**src/rtl/keyring_delay_loader_pkg.sv**
```systemverilog
// keyring_delay_loader_pkg
//   Shared definitions for the KeyRing delay-chain loader: chain geometry,
//   the parallel configuration vector type and the loader state encoding.
//   No ports (package).
package keyring_delay_loader_pkg;

  // Delay-line width per element and total chain length:
  // 6 ExS units x 6 keyring delays plus 3 mul/div delays, L bits each.
  localparam int KEYRING_L       = 6;
  localparam int KEYRING_DE_FLAT = (6 * 6 + 3) * KEYRING_L;

  typedef logic [KEYRING_DE_FLAT-1:0] t_keyring_delay_flat;

  typedef enum logic [2:0] {
    IDLE   = 3'd0,
    SHIFT  = 3'd1,
    VERIFY = 3'd2,
    SETTLE = 3'd3,
    RUN    = 3'd4
  } t_loader_state;

endpackage

```
**src/rtl/keyring_delay_loader_shift_ctr.sv**
```systemverilog
// delay_shift_ctr
//   Loadable down-counter with terminal-count flag. One instance is shared by
//   the SHIFT, VERIFY and SETTLE phases of the loader. It stops at zero and
//   never wraps.
// Ports:
//   clk       in   clock
//   rst       in   asynchronous active-high reset (count -> 0)
//   load      in   load load_val (has priority over dec)
//   load_val  in   CNT_W value to load
//   dec       in   decrement by one when count is non-zero
//   tc        out  high while count == 0
module delay_shift_ctr #(
  parameter int CNT_W = 8
) (
  input  logic             clk,
  input  logic             rst,
  input  logic             load,
  input  logic [CNT_W-1:0] load_val,
  input  logic             dec,
  output logic             tc
);

  logic [CNT_W-1:0] count_r;

  // Counter register: load wins, otherwise saturating decrement.
  always_ff @(posedge clk or posedge rst) begin
    if (rst) begin
      count_r <= '0;
    end else if (load) begin
      count_r <= load_val;
    end else if (dec && (count_r != '0)) begin
      count_r <= count_r - CNT_W'(1);
    end
  end

  assign tc = (count_r == '0);

endmodule

```
**src/rtl/keyring_delay_loader.sv**
```systemverilog
// keyring_delay_loader
//   Programs the KeyRing delay-line scan chain from a parallel vector and
//   holds the core in reset until the chain is loaded and has settled.
//   The vector is shifted out LSB first through a rotating register, so the
//   register holds the original vector again when the shift completes.
//   Optional feature macro: DELAY_LOADER_READBACK_EN
//     defined   -> a VERIFY pass re-shifts the same vector and compares the
//                  chain scan-out with the bit leaving the chain; any
//                  mismatch sets the sticky o_cfg_err.
//     undefined -> no VERIFY pass, i_delay_so ignored, o_cfg_err stays 0.
// Ports:
//   i_clk        in   clock; the chain shifts on the same rising edge
//   i_rst        in   asynchronous active-high reset
//   i_start      in   single-cycle load request (ignored while busy)
//   i_cfg        in   DE_FLAT-bit delay vector, captured on accepted start
//   i_delay_so   in   chain scan-out (readback build only)
//   o_delay_en   out  chain shift enable
//   o_delay_cfg  out  chain serial data
//   o_core_rstn  out  active-low core reset
//   o_busy       out  load in progress
//   o_done       out  one-cycle pulse when the core is released
//   o_cfg_err    out  sticky readback mismatch flag
module keyring_delay_loader
  import keyring_delay_loader_pkg::*;
#(
  parameter int DE_FLAT       = KEYRING_DE_FLAT,
  parameter int SETTLE_CYCLES = 5,
  parameter int CNT_W         = 8
) (
  input  logic               i_clk,
  input  logic               i_rst,
  input  logic               i_start,
  input  logic [DE_FLAT-1:0] i_cfg,
  input  logic               i_delay_so,
  output logic               o_delay_en,
  output logic               o_delay_cfg,
  output logic               o_core_rstn,
  output logic               o_busy,
  output logic               o_done,
  output logic               o_cfg_err
);

  localparam logic [CNT_W-1:0] SHIFT_LOAD  = CNT_W'(DE_FLAT - 1);
  localparam logic [CNT_W-1:0] SETTLE_LOAD =
    CNT_W'((SETTLE_CYCLES > 0) ? (SETTLE_CYCLES - 1) : 0);

  t_loader_state    state_r;
  logic [DE_FLAT-1:0] vec_r;
  logic             en_r;
  logic             cfg_bit_r;
  logic             core_rstn_r;
  logic             busy_r;
  logic             done_r;
  logic             cfg_err_r;

  logic             ctr_load_s;
  logic [CNT_W-1:0] ctr_load_val_s;
  logic             ctr_dec_s;
  logic             ctr_tc_s;
  logic             so_mismatch_s;

`ifdef DELAY_LOADER_READBACK_EN
  localparam bit READBACK = 1'b1;
  // The re-shifted bit equals the bit leaving the chain, so the outgoing
  // serial bit is the reference for the scan-out.
  assign so_mismatch_s = i_delay_so ^ cfg_bit_r;
`else
  localparam bit READBACK = 1'b0;
  logic so_unused_s;
  assign so_unused_s   = i_delay_so;
  assign so_mismatch_s = 1'b0;
`endif

  // Rotate right by one: the LSB leaves first and re-enters at the top.
  function automatic logic [DE_FLAT-1:0] rotate_out(input logic [DE_FLAT-1:0] v);
    return {v[0], v[DE_FLAT-1:1]};
  endfunction

  delay_shift_ctr #(
    .CNT_W (CNT_W)
  ) u_ctr (
    .clk      (i_clk),
    .rst      (i_rst),
    .load     (ctr_load_s),
    .load_val (ctr_load_val_s),
    .dec      (ctr_dec_s),
    .tc       (ctr_tc_s)
  );

  // Counter control: one count per shifted bit or settle cycle; reloaded on
  // each phase change.
  always_comb begin
    ctr_load_s     = 1'b0;
    ctr_load_val_s = SHIFT_LOAD;
    ctr_dec_s      = 1'b0;
    case (state_r)
      IDLE, RUN: begin
        if (i_start) ctr_load_s = 1'b1;
        else         ctr_load_s = 1'b0;
      end
      SHIFT, VERIFY: begin
        if (!ctr_tc_s) begin
          ctr_dec_s = 1'b1;
        end else if ((state_r == SHIFT) && READBACK) begin
          ctr_load_s = 1'b1;
        end else begin
          ctr_load_s     = 1'b1;
          ctr_load_val_s = SETTLE_LOAD;
        end
      end
      SETTLE: begin
        if (!ctr_tc_s) ctr_dec_s = 1'b1;
        else           ctr_dec_s = 1'b0;
      end
      default: begin
        ctr_load_s = 1'b0;
        ctr_dec_s  = 1'b0;
      end
    endcase
  end

  // Loader FSM with registered chain, reset and status outputs.
  always_ff @(posedge i_clk or posedge i_rst) begin
    if (i_rst) begin
      state_r     <= IDLE;
      vec_r       <= '0;
      en_r        <= 1'b0;
      cfg_bit_r   <= 1'b0;
      core_rstn_r <= 1'b0;
      busy_r      <= 1'b0;
      done_r      <= 1'b0;
      cfg_err_r   <= 1'b0;
    end else begin
      done_r <= 1'b0;
      case (state_r)
        IDLE, RUN: begin
          if (i_start) begin
            // Bit 0 goes out directly; the register is pre-rotated by one.
            state_r     <= SHIFT;
            vec_r       <= rotate_out(i_cfg);
            en_r        <= 1'b1;
            cfg_bit_r   <= i_cfg[0];
            core_rstn_r <= 1'b0;
            busy_r      <= 1'b1;
            cfg_err_r   <= 1'b0;
          end
        end
        SHIFT, VERIFY: begin
          if (state_r == VERIFY) begin
            cfg_err_r <= cfg_err_r | so_mismatch_s;
          end
          if (!ctr_tc_s || ((state_r == SHIFT) && READBACK)) begin
            // Keep shifting; on the last SHIFT bit of a readback build the
            // register is back to the original vector, so VERIFY just
            // continues the rotation without a gap in o_delay_en.
            cfg_bit_r <= vec_r[0];
            vec_r     <= rotate_out(vec_r);
            if (ctr_tc_s) state_r <= VERIFY;
          end else begin
            en_r      <= 1'b0;
            cfg_bit_r <= 1'b0;
            if (SETTLE_CYCLES == 0) begin
              state_r     <= RUN;
              core_rstn_r <= 1'b1;
              done_r      <= 1'b1;
              busy_r      <= 1'b0;
            end else begin
              state_r <= SETTLE;
            end
          end
        end
        SETTLE: begin
          if (ctr_tc_s) begin
            state_r     <= RUN;
            core_rstn_r <= 1'b1;
            done_r      <= 1'b1;
            busy_r      <= 1'b0;
          end
        end
        default: begin
          state_r <= IDLE;
        end
      endcase
    end
  end

  assign o_delay_en  = en_r;
  assign o_delay_cfg = cfg_bit_r;
  assign o_core_rstn = core_rstn_r;
  assign o_busy      = busy_r;
  assign o_done      = done_r;
  assign o_cfg_err   = cfg_err_r;

endmodule

```
**config.mk**
```make
export PLATFORM = sky130hd
export DESIGN_NAME = keyring_delay_loader
export DESIGN_NICKNAME = d
export VERILOG_FILES = /design/src/rtl/keyring_delay_loader_pkg.sv /design/src/rtl/keyring_delay_loader_shift_ctr.sv /design/src/rtl/keyring_delay_loader.sv
export SDC_FILE = /design/constraint.sdc
export NUM_CORES = 1
export LEC_CHECK = 0
export BUFFER_PORTS_ARGS = -buffer_cell sky130_fd_sc_hd__buf_2
export CORE_MARGIN = 3
export CORE_UTILIZATION = 45
export CTS_BUF_LIST = sky130_fd_sc_hd__clkbuf_16
export DETAILED_ROUTE_END_ITERATION = 8
export PLACE_DENSITY = 0.72
export SLEW_MARGIN = 15
export SYNTH_ARGS = -nofsm -noshare
export SYNTH_HDL_FRONTEND = slang
export SYNTH_SLANG_ARGS = --single-unit
```
**constraint.sdc**
```tcl
create_clock -name i_clk -period 11.2 [get_ports i_clk]
set_clock_uncertainty 0.2 [all_clocks]
set_input_delay 1.68 -clock i_clk [delete_from_list [all_inputs] [get_ports i_clk]]
set_output_delay 1.68 -clock i_clk [all_outputs]
set_load 0.1 [all_outputs]
```
# After elaboration in Yosys (flattened, before gate mapping)
# Index checks and enable logic that the tools add are counted.
# W data, S select, Z words.
op_classes:
  add_sub_neg: 1
  n_eq_ne: 8
  mux: 27
  n_reduce_logical: 15
op_table:
  columns: ["cell", "count"]
  rows:
  - ["$mux W234", 2]
  - ["$pmux W234 S2", 1]
  - ["$mux W8", 4]
  - ["$reduce_and A3 Y1", 4]
  - ["$mux W1", 11]
  - ["$pmux W1 S2", 5]
  - ["$mux W3", 3]
  - ["$pmux W3 S3", 1]
  - ["$logic_not A8 Y1", 1]
  - ["$ne A2 B2 Y1 const B", 4]
  - ["$reduce_bool A8 Y1", 1]
  - ["$sub A8 B1 Y8 const B", 1]
  - ["$eq A3 B2 Y1 const B", 2]
  - ["$reduce_bool A2 Y1", 3]
  - ["$reduce_or A2 Y1", 2]
  - ["$eq A3 B1 Y1 const B", 1]
  - ["$eq A3 B3 Y1 const B", 1]
  - ["$logic_not A3 Y1", 1]
  - ["$reduce_or A3 Y1", 1]
  - ["$reduce_and A2 Y1", 1]
  - ["$logic_and A1 B1 Y1", 1]
word_totals:
  reg_bits: 250
  input_bits: 238
  out_inout_bits: 6
  elab_cells: 59

# Logic depth before layout (Yosys ltp)
# Gate-level depths: netlist (run 1).
logic_depth:
  ltp_word: 6
  mapped_depth: 9
  ltp_nobuf: 6

# Modules after synthesis
# A second synthesis (run 1) with hierarchy kept.
unflattened:
  hier_cells: 1474
  hier_area_um2: 13262.7
by_module_without_submodules:
  columns: ["mod", "instances", "cells_per_inst", "area_each_um2"]
  rows:
  - ["keyring_delay_loader", 1, 1421, 12767.2]
  - ["delay_shift_ctr", 1, 53, 495.5]

# Worst setup path after synthesis (run 1)
# Ideal clock, no wire load.
synth_path:
  path_type: "in2reg"
  start: "input port i_start"
  end: "register vec_r[123]"
  t_arrival_ns: 2.665
  required_time_ns: 10.875
  slack_ns: 8.210
  path_stages: 5
  cell_sequence: "nand2_1 -> o21ai_4 -> buf_6 -> buf_6 -> mux2_4"
synth_between:
  elab_chain_cells: 2
synth_lines:
  columns: ["item", "line", "source"]
  rows:
  - ["start, declared", "keyring_delay_loader.sv:32", "input logic i_start,"]
  - ["$ne A2 B2 Y1 (no source line)", null, null]
  - ["$reduce_and A3 Y1 (no source line)", null, null]
  - ["end signal, assigned", "keyring_delay_loader.sv:140", "vec_r <= rotate_out(i_cfg);"]
  - ["end signal, assigned", "keyring_delay_loader.sv:157", "vec_r <= rotate_out(vec_r);"]
  - ["end, declared", "keyring_delay_loader.sv:48", "logic [DE_FLAT-1:0] vec_r;"]
# Every way passes these cells.
# A chain may end at the register's enable or synchronous reset.

# Worst setup path in the final report (run 1)
layout_path:
  start: "register state_r[0]"
  end: "register vec_r[62]"
layout_between:
  elab_chain_cells: 4
  elab_cells_between_ends: 11
  cone_classes: "5 x eq/ne; 1 x mux; 5 x reduce/logical"
layout_lines:
  columns: ["item", "line", "source"]
  rows:
  - ["start, declared", "keyring_delay_loader.sv:47", "t_loader_state state_r;"]
  - ["start signal, assigned", "keyring_delay_loader.sv:125", "state_r <= IDLE;"]
  - ["start signal, assigned", "keyring_delay_loader.sv:139", "state_r <= SHIFT;"]
  - ["start signal, assigned", "keyring_delay_loader.sv:158", "if (ctr_tc_s) state_r <= VERIFY;"]
  - ["$eq A3 B2 Y1, or another cell as far along", "keyring_delay_loader.sv:135", "case (state_r)"]
  - ["$reduce_or A2 Y1", "keyring_delay_loader.sv:135", null]
  - ["$ne A2 B2 Y1 (no source line) or $reduce_bool A2 Y1 (tied branches)", null, null]
  - ["$reduce_and A3 Y1 (no source line)", null, null]
# Several ways; a longest one is shown, not always the timed one.

==> implementation parameters, run 1 <==
Parameter                              Value

Synth
  Sequential fraction of the synthesis area    0.4817
  Fraction of the mapped netlist area in adder cells    0.001927
  Xor and xnor fraction of the mapped netlist area    0.003276
  Netlist cell types    44
  Number of warnings reported in the yosys synthesis log    0
  Number of nets produced by synthesis    1087
  Main combinational cell family by area after synthesis    multiplexers
  Share of synthesized cell area in and, or, nand and nor gates    0.01638
  Share of synthesized registers carrying an async set or reset    1.000
  Share of cell area taken by muxes after synthesis    0.4536
  Instance count of the mapped netlist    847
  Main synth FF type    dfrtp_1
  Post-synth EDFFs    0
  Post-synthesis cell area    0.01299 mm²
  Count of state elements after synthesis    250
  Synth Area in Compound Gates    0.01195
  Syn_area_per_cell    15.33 µm²

Global route
  GRT Util Overall    0.1618
  Grt total ovfl    0
  Pin count of the biggest net entering global routing    132
  Initial antenna violation count    2
  Number of global-route vias before repair    7935
  Wire length of the first global-routing pass    41.67 mm

Floorplanning
  Standard cell core area    0.02809 mm²
  Die Wd    175.9 µm
  Number of ports placed on the die boundary    244
  Placement Rows    61
  Vertical die dimension    175.9 µm
  Starting utilization of the core area    0.4624
  Die area    0.03093 mm²

CTS
  Total clock sinks    250
  Clock tree from TritonCTS    done
  Number of clock buffers inserted by TritonCTS    28
  Clk Latency, worst-skew pair    0.53 ns
  Root buffer cell    clkbuf_16
  Number of buffers inserted by hold repair at cts    0
  # Post-CTS Setup Buffers    0
  Clock transition at the register clock pins on the worst setup and hold paths after CTS    0.06 ns
  H-tree lvl count    1
  # resized after CTS    0
  Max Root-Sink Buffers    3

Place
  Placer congestion estimate    0.7898
  Pre-CTS WS    6.553 ns
  Number of I/O port buffers    241
  DPL Wire Length    16.61 mm
  Number of placed instances, taps included    1419

Timing
  Final hold viol count    0
  Share of the clock period used by the worst path    0.3763
  Setup Total Neg Slack    0 ns
  Worst slew pin tran    1.012 ns
  Worst-case headroom to the max-slew limit    0.3253
  Final count of pins violating max slew    0
  Final critical-path setup slack    6.985 ns
  RSZ-0062 raised after global routing    no
  Max frequency    237.3 MHz
  Crit path time final    4.215 ns
  Number of setup violations in the final report    0

Power
  Total Power    3.794 mW
  Reported leakage power    7.283 nW
  Worst IR Drop VDD    0.1373 mV
  Power density of the placed cells    247.8 mW/mm²

Min path
  Tightest Hold Check Type    flop to flop

Critical path
  Worst reg2reg path depth    6
  Type of origin of the critical path    flop
  CP max FO    101
  Reg2Reg Capture Point    vec_r[62]
  Worst path cell trace    xor2_2 > nand2_8 > o21ai_4 > buf_4 > buf_4 > mux2_2
  Flop2flop setup slack    6.99 ns
  Arrival time reported for the critical path endpoint    4.43 ns
  Kind of cell adding the most delay to the critical path    buffers and inverters
  CP startpoint    state_r[0]
  Launch point of the worst reg-to-reg path    state_r[0]
  Total stage count of the critical path    6
  Data required time at the worst endpoint    11.42 ns
  Worst Setup End Kind    flop
  Critical path capture point    vec_r[62]
  Number of buffers and inverters on the critical path    2
  WS Path Type    flop to flop
  Most common cell type on the critical path    buf_4
  Maximum cell stage delay along the critical path    0.83 ns
  CP max-delay cell    buf_4

Drt
  Vias per cell    5.041
  Vias after detailed routing    7426
  Routed WL per cell    17.34 µm
  Number of optimization iterations in the first detailed-route pass    4
  Routed Antenna Nets    0
  Total routed wirelength    25.54 mm
  Post-route DRC violation count    0
  First-iteration detailed-routing DRC count    337

Final layout
  Fraction of final layout cells sized beyond drive strength 1    0.6999
  Area growth from synthesis to layout    17.93%
  Layout net count    1311
  Post-Layout Cell Count    1473

Outcome
  Run status    completed

Job
  Count of max-cap constraint violations    0
==> final cells by class <==
type	count	area, µm²
antenna	2	5.005
clock buffer	29	725.7
clock inverter	23	206.4
fill	2389	12770
inverter	7	33.78
multi-input combinational	536	6344
sequential	250	6256
tap	378	473.0
timing repair buffer	248	1271
==> flip-flops by register name, summed over array words and instances (netlist names) <==
name	cells
vec_r	234
u_ctr.count_r	8
state_r	3
o_busy	1
o_core_rstn	1
o_delay_cfg	1
o_delay_en	1
o_done	1
==> worst min path at each step <==
stage	start	to	slack, ns	cells past startpoint
after floorplan	vec_r[59]	vec_r[59]	0.28	1
after CTS	vec_r[33]	vec_r[33]	0.31	1
after global routing	vec_r[215]	vec_r[215]	0.31	1
after detailed placement	vec_r[105]	vec_r[105]	0.29	1
final	vec_r[33]	vec_r[33]	0.30	1
after global placement	vec_r[34]	vec_r[34]	0.28	1
==> cells in the mapped netlist (2+ instances only) <==
cell      number  area share
a21oi_1        3      0.0012
and2_1         3      0.0014
buf_1          2     0.00058
buf_2         17      0.0066
buf_4          4      0.0023
buf_6         18       0.016
clkbuf_1      13      0.0038
dfrtp_1      250        0.48
ha_1           2      0.0019
inv_1          7      0.0020
mux2_2       308        0.27
mux2_4       160        0.18
mux2i_1        2      0.0015
nand2_1        9      0.0026
nand3_1        8      0.0031
nand4_1        2     0.00096
nor2_1         4      0.0012
nor3_1         2     0.00077
o21ai_0        5      0.0019
o21bai_1       2      0.0012
o31ai_1        2      0.0012
xnor2_1        2      0.0013
==> layer usage <==
metal  vias up  share of wire  GRT usage
met1      3724           0.45     0.2184
met5         -              0          0
met2       154           0.48     0.2667
li1       3512              -          -
met3        36          0.052    0.03459
met4         0          0.025    0.04124
==> where the power goes <==
| part | internal [mW] | switching, mW |
|---|---|---|
| logic | 0.905 | 0.364 |
| clock network | 0.558 | 0.366 |
| registers | 1.35 | 0.248 |
==> layout by cell type (no fill, tap or decap), types with 2 or more instances in the layout <==
cell type  count
inv_1          9
xnor2_1        2
nor3_1         2
ha_1           2
mux2_4       160
mux2_2       308
a21oi_1        3
o31ai_1        2
nand3_1        8
bufinv_16      4
nand4_1        2
mux2i_1        2
buf_4          6
clkinv_1       7
nand2_1        9
and2_1         3
clkinv_2       8
o21ai_0        5
nor2_1         4
diode_2        2
clkbuf_16     29
buf_2        241
dfrtp_1      250
o21bai_1       2
==> logic make-up (layout without fill, tap and decap cells) <==
family                   Yosys count  count (layout)
buffers and inverters             61             307
other                              1               3
AO/OA/AOI/OAI                     21              21
AND/OR/NAND/NOR                   38              38
multiplexers                     470             470
XOR/XNOR                           4               4
adder cells (fa/ha/maj)            2               2
flip-flops                       250             250
==> stage by stage <==
stage / instance area, µm² / hold WS, ns / utilization
finish: 15310 / 0.3011 / 0.5453
global route: 15310 / 0.3145 / 0.5453
CTS: 15310 / 0.3056 / 0.5451
detailed placement: 14380 / 0.2910 / 0.5119
global placement: 14380 / 0.2842 / 0.5119
floorplan: 12990 / 0.2766 / -
No activity file was read; power rests on OpenSTA's default activity.
==> inputs of run 2 (changes only) <==
==> constraint.sdc (replaced) <==
create_clock -name i_clk -period 4.3 [get_ports i_clk]
set_clock_uncertainty 0.2 [all_clocks]
set_input_delay 0.645 -clock i_clk [delete_from_list [all_inputs] [get_ports i_clk]]
set_output_delay 0.645 -clock i_clk [all_outputs]
set_load 0.1 [all_outputs]
==> implementation parameters, run 2 (synthesis results as in run 1) <==
Parameter                              Value

CTS
  Number of clock buffers inserted by TritonCTS    29 (was 28)
  Root buffer cell    clkbuf_16 (unchanged)
  Number of buffers inserted by hold repair at cts    0 (unchanged)
  # Post-CTS Setup Buffers    0 (unchanged)
  H-tree lvl count    1 (unchanged)
  # resized after CTS    0 (unchanged)
  Clk Latency, worst-skew pair    0.53 ns (about the same)
  Max Root-Sink Buffers    3 (unchanged)
  Clock transition at the register clock pins on the worst setup and hold paths after CTS    0.06 ns (about the same)
  Clock tree from TritonCTS    done (unchanged)
  Total clock sinks    250 (unchanged)

Place
  Pre-CTS WS    1.341 ns (was 6.553 ns)
  Number of I/O port buffers    241 (unchanged)
  Placer congestion estimate    0.7781 (was 0.7898)
  DPL Wire Length    16.56 mm (was 16.61 mm)

Timing
  Max frequency    335.1 MHz (was 237.3 MHz)
  Worst-case headroom to the max-slew limit    0.4794 (was 0.3253)
  Final hold viol count    0 (unchanged)
  Number of setup violations in the final report    0 (unchanged)
  Share of the clock period used by the worst path    0.6940 (was 0.3763)
  RSZ-0062 raised after global routing    no (unchanged)
  Crit path time final    2.984 ns (was 4.215 ns)
  Worst slew pin tran    0.7809 ns (was 1.012 ns)
  Final critical-path setup slack    1.316 ns (was 6.985 ns)
  Setup Total Neg Slack    0 ns (unchanged)
  Final count of pins violating max slew    0 (unchanged)

Global route
  Pin count of the biggest net entering global routing    118 (was 132)
  Wire length of the first global-routing pass    41.50 mm (was 41.67 mm)
  GRT Util Overall    0.1612 (was 0.1618)
  Number of global-route vias before repair    8009 (was 7935)
  Initial antenna violation count    2 (unchanged)
  Grt total ovfl    0 (unchanged)

Floorplanning
  Starting utilization of the core area    0.4624 (unchanged)
  Placement Rows    61 (unchanged)
  Die area    0.03093 mm² (unchanged)
  Number of ports placed on the die boundary    244 (unchanged)
  Standard cell core area    0.02809 mm² (unchanged)
  Die Wd    175.9 µm (unchanged)
  Vertical die dimension    175.9 µm (unchanged)

Final layout
  Fraction of final layout cells sized beyond drive strength 1    0.6925 (was 0.6999)
  Largest regs    vec_r: 234 flops, u_ctr.count_r: 8 flops, state_r: 3 flops (unchanged)
  Layout fillers    2386 (was 2389)
  Register name with the most flops    vec_r (unchanged)
  Layout net count    1315 (was 1311)
  Number of flip-flops under the largest register name    234 (unchanged)
  Most frequent standard cell in the layout excluding fill and tap cells    mux2_2 (unchanged)
  Area growth from synthesis to layout    17.65% (was 17.93%)
  Top library cells by usage in the layout, fill and taps aside    mux2_2, dfrtp_1, buf_2 (unchanged)

Critical path
  Maximum cell stage delay along the critical path    0.52 ns (was 0.83 ns)
  CP max FO    98 (was 101)
  Worst reg2reg path depth    7 (was 6)
  CP max-delay cell    nor3b_1 (was buf_4)
  WS Path Type    flop to flop (unchanged)
  Flop2flop setup slack    1.32 ns (was 6.99 ns)
  Data required time at the worst endpoint    4.51 ns (was 11.42 ns)
  Launch point of the worst reg-to-reg path    u_ctr.count_r[0] (was state_r[0])
  Worst path cell trace    inv_1 > ha_1 > nor3b_1 > and2_1 > o21ai_4 > buf_12 > mux2_4 (was xor2_2 > nand2_8 > o21ai_4 > buf_4 > buf_4 > mux2_2)
  Type of origin of the critical path    flop (unchanged)
  Arrival time reported for the critical path endpoint    3.19 ns (was 4.43 ns)
  Worst Setup End Kind    flop (unchanged)
  Reg2Reg Capture Point    vec_r[146] (was vec_r[62])

Drt
  Total routed wirelength    25.22 mm (was 25.54 mm)
  Routed WL per cell    17.10 µm (was 17.34 µm)
  Vias after detailed routing    7420 (was 7426)
  Number of optimization iterations in the first detailed-route pass    4 (unchanged)
  Vias per cell    5.031 (was 5.041)
  Routed Antenna Nets    0 (unchanged)
  Post-route DRC violation count    0 (unchanged)
  First-iteration detailed-routing DRC count    403 (was 337)

Outcome
  Run status    completed (unchanged)

Power
  Power density of the placed cells    629.5 mW/mm² (was 247.8 mW/mm²)
  Reported leakage power    7.293 nW (was 7.283 nW)
  Worst IR Drop VDD    0.3488 mV (was 0.1373 mV)

Min path
  Tightest Hold Check Type    primary input to async pin (was flop to flop)

Job
  Count of max-cap constraint violations    0 (unchanged)
==> run 2: where the power goes <==
group / leakage (nW) / internal [mW] / switching, mW
clock: 0.455 / 1.20 / 0.932
sequential: 2.94 / 3.53 / 0.637
combinational: 3.90 / 2.36 / 0.956
==> run 2: layout make-up <==
cell class / count / area [µm²] / share of cell area
diodes: 1 / 2.502 / 0.0001638
clock buffers: 29 / 725.7 / 0.04750
clock inverters: 23 / 91.34 / 0.005978
inverters: 7 / 30.03 / 0.001965
multi-input cells: 536 / 6344 / 0.4152
flip-flops and latches: 250 / 6256 / 0.4095
well taps: 378 / 473.0 / 0.03096
repair buffers: 251 / 1356 / 0.08877
==> run 2: how the worst max path moves through the flow <==
stage	to	startpoint	slack, ns
6_report	vec_r[146]	u_ctr.count_r[0]	1.32
5_1_grt	vec_r[141]	state_r[0]	1.15
4_1_cts	vec_r[6]	state_r[0]	1.31
3_5_place_dp	vec_r[6]	state_r[0]	1.34
3_3_place_gp	vec_r[3]	state_r[0]	1.34
2_1_floorplan	o_busy	i_rst	0.17
==> run 2: metal layers <==
layer  up-vias  wire, µm  GRT usage
met4         2       635    0.04388
met5         -        13          0
met1      3663     11330     0.2185
met2       168     11870     0.2630
met3        45      1363    0.03524
li1       3542         -          -
==> run 2: stage by stage <==
step | cells | cell area [µm²] | util | hold slack (ns) | total power, mW
after global routing | 1475 | 15280 | 0.5440 | 0.07888 | 10.25
after CTS | 1474 | 15280 | 0.5439 | 0.04363 | 9.742
after global placement | 1422 | 14460 | 0.5148 | 0.2844 | 7.365
after detailed placement | 1422 | 14460 | 0.5148 | 0.2905 | 7.523
final | 1475 | 15280 | 0.5440 | 0.03782 | 9.617
after floorplan | 847 | 12990 | - | 0.2766 | 6.917
==> run 2: worst max-delay path, delay by kind of cell (launching register included) <==
family | cells | cell delay, ns
fa+ha+maj | 1 | 0.18
mux | 1 | 0.42
compound gates | 1 | 0.11
buf+inv | 2 | 0.38
flops | 1 | 0.41
simple gates | 2 | 0.98
==> inputs of run 3 (changes only) <==
--- a/config.mk
+++ b/config.mk
@@ -5,6 +5,7 @@
 export SDC_FILE = /design/constraint.sdc
 export NUM_CORES = 1
 export LEC_CHECK = 0
+export ABC_AREA = 1
 export BUFFER_PORTS_ARGS = -buffer_cell sky130_fd_sc_hd__buf_2
 export CORE_MARGIN = 3
 export CORE_UTILIZATION = 45
==> constraint.sdc (replaced) <==
create_clock -name i_clk -period 2.8 [get_ports i_clk]
set_clock_uncertainty 0.2 [all_clocks]
set_input_delay 0.42 -clock i_clk [delete_from_list [all_inputs] [get_ports i_clk]]
set_output_delay 0.42 -clock i_clk [all_outputs]
set_load 0.1 [all_outputs]
==> implementation parameters, run 3 <==
Parameter                              Value

Outcome
  Run status    completed (unchanged)

Power
  Total Power    18.63 mW (was 9.617 mW)
  Sequential Power Share    0.315 (was 0.433)
  Reported leakage power    7.681 nW (was 7.293 nW)
  Worst IR Drop VDD    0.5253 mV (was 0.3488 mV)
  Fraction of power spent switching nets    0.4287 (was 0.2625)
  Fraction of power consumed by combinational cells    0.499 (was 0.345)
  Power density of the placed cells    1229 mW/mm² (was 629.5 mW/mm²)
  Clock network fraction of design power    0.186 (was 0.222)
  Switching power of the nets    7.987 mW (was 2.524 mW)
  Cell internal power dissipation    10.64 mW (was 7.093 mW)

Timing
  Setup Total Neg Slack    0 ns (unchanged)
  RSZ-0062 raised after global routing    no (unchanged)
  Crit path time final    2.233 ns (was 2.984 ns)
  Max frequency    447.9 MHz (was 335.1 MHz)
  Worst slew pin tran    0.6394 ns (was 0.7809 ns)
  Final count of pins violating max slew    0 (unchanged)
  Worst-case headroom to the max-slew limit    0.5692 (was 0.4794)
  Final hold viol count    0 (unchanged)
  Number of setup violations in the final report    0 (unchanged)
  Share of the clock period used by the worst path    0.7974 (was 0.6940)

CTS
  # Post-CTS Setup Buffers    0 (unchanged)
  Total clock sinks    250 (unchanged)
  Root buffer cell    clkbuf_16 (unchanged)
  # resized after CTS    0 (unchanged)
  Clock tree from TritonCTS    done (unchanged)
  H-tree lvl count    1 (unchanged)
  Number of buffers inserted by hold repair at cts    54 (was 0)
  Number of clock buffers inserted by TritonCTS    28 (was 29)
  Max Root-Sink Buffers    3 (unchanged)
  Clock transition at the register clock pins on the worst setup and hold paths after CTS    0.06 ns (about the same)
  Clk Latency, worst-skew pair    0.53 ns (about the same)

Floorplanning
  Standard cell core area    0.02703 mm² (was 0.02809 mm²)
  Starting utilization of the core area    0.4600 (was 0.4624)
  Number of ports placed on the die boundary    244 (unchanged)
  Vertical die dimension    172.2 µm (was 175.9 µm)
  Placement Rows    60 (was 61)
  Die area    0.02966 mm² (was 0.03093 mm²)
  Die Wd    172.2 µm (was 175.9 µm)

Synth
  Count leader, synth    nand2_1 (was mux2_2)
  Netlist cell types    25 (was 44)
  Dominant cells by area after synthesis    dfrtp_1, nand2_1, o21ai_0, o21ai_1, inv_1 (was dfrtp_1, mux2_2, mux2_4, buf_6, buf_2)
  Instance count of the mapped netlist    1625 (was 847)
  Fraction of the mapped netlist area in adder cells    0.002013 (was 0.001927)
  Number of warnings reported in the yosys synthesis log    0 (unchanged)
  Share of cell area taken by muxes after synthesis    0 (was 0.4536)
  Share of synthesized registers carrying an async set or reset    1.000 (unchanged)
  Syn_area_per_cell    7.650 µm² (was 15.33 µm²)
  Synth Area in Compound Gates    0.1943 (was 0.01195)
  Sequential fraction of the synthesis area    0.5032 (was 0.4817)
  Fraction of synthesized cell area taken by the top area cell type    0.5032 (was 0.4817)
  Post-synthesis cell area    0.01243 mm² (was 0.01299 mm²)
  Main synth FF type    dfrtp_1 (unchanged)
  Xor and xnor fraction of the mapped netlist area    0.0007045 (was 0.003276)
  Synth area leader    dfrtp_1 (unchanged)
  Post-synth EDFFs    0 (unchanged)
  Leading cell types by count after synthesis    nand2_1, o21ai_0, inv_1, dfrtp_1, o21ai_1 (was mux2_2, dfrtp_1, mux2_4, buf_6, buf_2)
  Number of nets produced by synthesis    1865 (was 1087)
  Share of synthesized cell area in and, or, nand and nor gates    0.1654 (was 0.01638)
  Main combinational cell family by area after synthesis    compound AO/OA/AOI/OAI gates (was multiplexers)
  Count of state elements after synthesis    250 (unchanged)

Critical path
  CP max-delay cell    o21ai_0 (was nor3b_1)
  Flop2flop setup slack    0.57 ns (was 1.32 ns)
  Arrival time reported for the critical path endpoint    2.50 ns (was 3.19 ns)
  Type of origin of the critical path    flop (unchanged)
  CP max FO    5 (was 98)
  Maximum cell stage delay along the critical path    0.54 ns (was 0.52 ns)
  Data required time at the worst endpoint    3.07 ns (was 4.51 ns)
  Most common cell type on the critical path    nand2_1
  Worst path cell trace    inv_1 > ha_1 > nand2_1 > o21ai_0 > nand3_1 > inv_1 > nand2_1 > nand2_1 (was inv_1 > ha_1 > nor3b_1 > and2_1 > o21ai_4 > buf_12 > mux2_4)
  WS Path Type    flop to flop (unchanged)
  Kind of cell adding the most delay to the critical path    compound AO/OA/AOI/OAI gates (was simple AND/OR/NAND/NOR gates)
  Worst Setup End Kind    flop (unchanged)
  Number of buffers and inverters on the critical path    2 (unchanged)

Global route
  GRT Util Overall    0.1791 (was 0.1612)
  Number of global-route vias before repair    9648 (was 8009)
  Pin count of the biggest net entering global routing    97 (was 118)
  Wire length of the first global-routing pass    44.87 mm (was 41.50 mm)
  Initial antenna violation count    0 (was 2)
  Grt total ovfl    0 (unchanged)

Final layout
  Layout net count    2113 (was 1315)
  Fraction of final layout cells sized beyond drive strength 1    0.1670 (was 0.6925)
  Area growth from synthesis to layout    21.90% (was 17.65%)
  Largest regs    vec_r: 234 flops, u_ctr.count_r: 8 flops, state_r: 3 flops (unchanged)
  Layout fillers    2470 (was 2386)
  Area of combinational cells with multiple inputs    0.004509 mm² (was 0.006344 mm²)
  Most frequent standard cell in the layout excluding fill and tap cells    nand2_1 (was mux2_2)
  Top library cells by usage in the layout, fill and taps aside    nand2_1, inv_1, o21ai_0 (was mux2_2, dfrtp_1, buf_2)
  Number of flip-flops under the largest register name    234 (unchanged)
  Register name with the most flops    vec_r (unchanged)
  Sequential standard cell area    0.006256 mm² (unchanged)
  Number of diodes    0 (was 1)

Min path
  Tightest Hold Check Type    primary input to flop (was primary input to async pin)

Place
  Placer congestion estimate    0.8126 (was 0.7781)
  DPL Wire Length    18.08 mm (was 16.56 mm)
  Number of I/O port buffers    241 (unchanged)

Drt
  Vias per cell    4.803 (was 5.031)
  Total routed wirelength    27.48 mm (was 25.22 mm)
  Vias after detailed routing    10724 (was 7420)
  First-iteration detailed-routing DRC count    688 (was 403)
  Post-route DRC violation count    0 (unchanged)
  Routed Antenna Nets    0 (unchanged)
  Number of optimization iterations in the first detailed-route pass    6 (was 4)
  Routed WL per cell    12.31 µm (was 17.10 µm)

Job
  Count of max-cap constraint violations    0 (unchanged)
==> run 3: stage by stage <==
| step | setup WS, ns | instance area, µm² | hold slack [ns] | util | instances |
|---|---|---|---|---|---|
| 2_1_floorplan | -1.108 | 12440 | 0.2707 | - | 1625 |
| 3_3_place_gp | 0.7082 | 13750 | 0.2667 | 0.5087 | 2130 |
| 3_5_place_dp | 0.6467 | 13750 | 0.2748 | 0.5087 | 2130 |
| 4_1_cts | 0.6150 | 15150 | 0.0002628 | 0.5607 | 2233 |
| 5_1_grt | 0.4477 | 15150 | 0.02019 | 0.5607 | 2233 |
| 6_report | 0.5673 | 15150 | 0.02036 | 0.5607 | 2233 |
==> run 3: kinds of logic (layout without fill, tap and decap cells) <==
family          count (synthesis)  count (layout)
simple gates                  532             532
compound gates                482             482
buf+inv                       357             624
flops                         250             250
fa+ha+maj                       2               2
other cells                     1               1
xor+xnor                        1               1
==> run 3: layout make-up <==
cell class / instances / share of cell area
flip-flops and latches: 250 / 0.4128
multi-input cells: 1018 / 0.2976
repair buffers: 321 / 0.1405
inverters: 254 / 0.06382
clock buffers: 29 / 0.04789
well taps: 341 / 0.02815
clock inverters: 20 / 0.009247
==> run 3: per-layer routing <==
layer | share of wire | track usage
met4 | 0.022 | 0.04998
met1 | 0.47 | 0.2578
met2 | 0.46 | 0.2846
met5 | 0 | 0
met3 | 0.048 | 0.02698
==> run 3: final timing paths <==
kind / from / endpoint / depth (start not counted)
min reg2reg: o_delay_cfg / o_delay_cfg / 2
max in group asynchronous: i_rst / u_ctr.count_r[5] / 4
min: i_cfg[62] / vec_r[61] / 5
max: u_ctr.count_r[0] / u_ctr.count_r[0] / 8
min in group asynchronous: i_rst / vec_r[151] / 3
max reg2reg: u_ctr.count_r[0] / u_ctr.count_r[0] / 8
==> run 3: worst min-delay path, stage by stage <==
cell and delay, ns:
buf_2 0.07, nand2_1 0.04, o21ai_0 0.06, nand2_1 0.05
o21ai_0 0.06
==> run 3: power groups by stage <==
stage / Combinational, mW / Sequential, mW / Clock [mW]
after floorplan: 8.05 / 5.88 / 0
after global placement: 9.01 / 5.87 / 0
after detailed placement: 9.27 / 5.93 / 0
after CTS: 9.42 / 5.87 / 3.58
after global routing: 10.9 / 6.02 / 3.74
final: 9.30 / 5.87 / 3.46
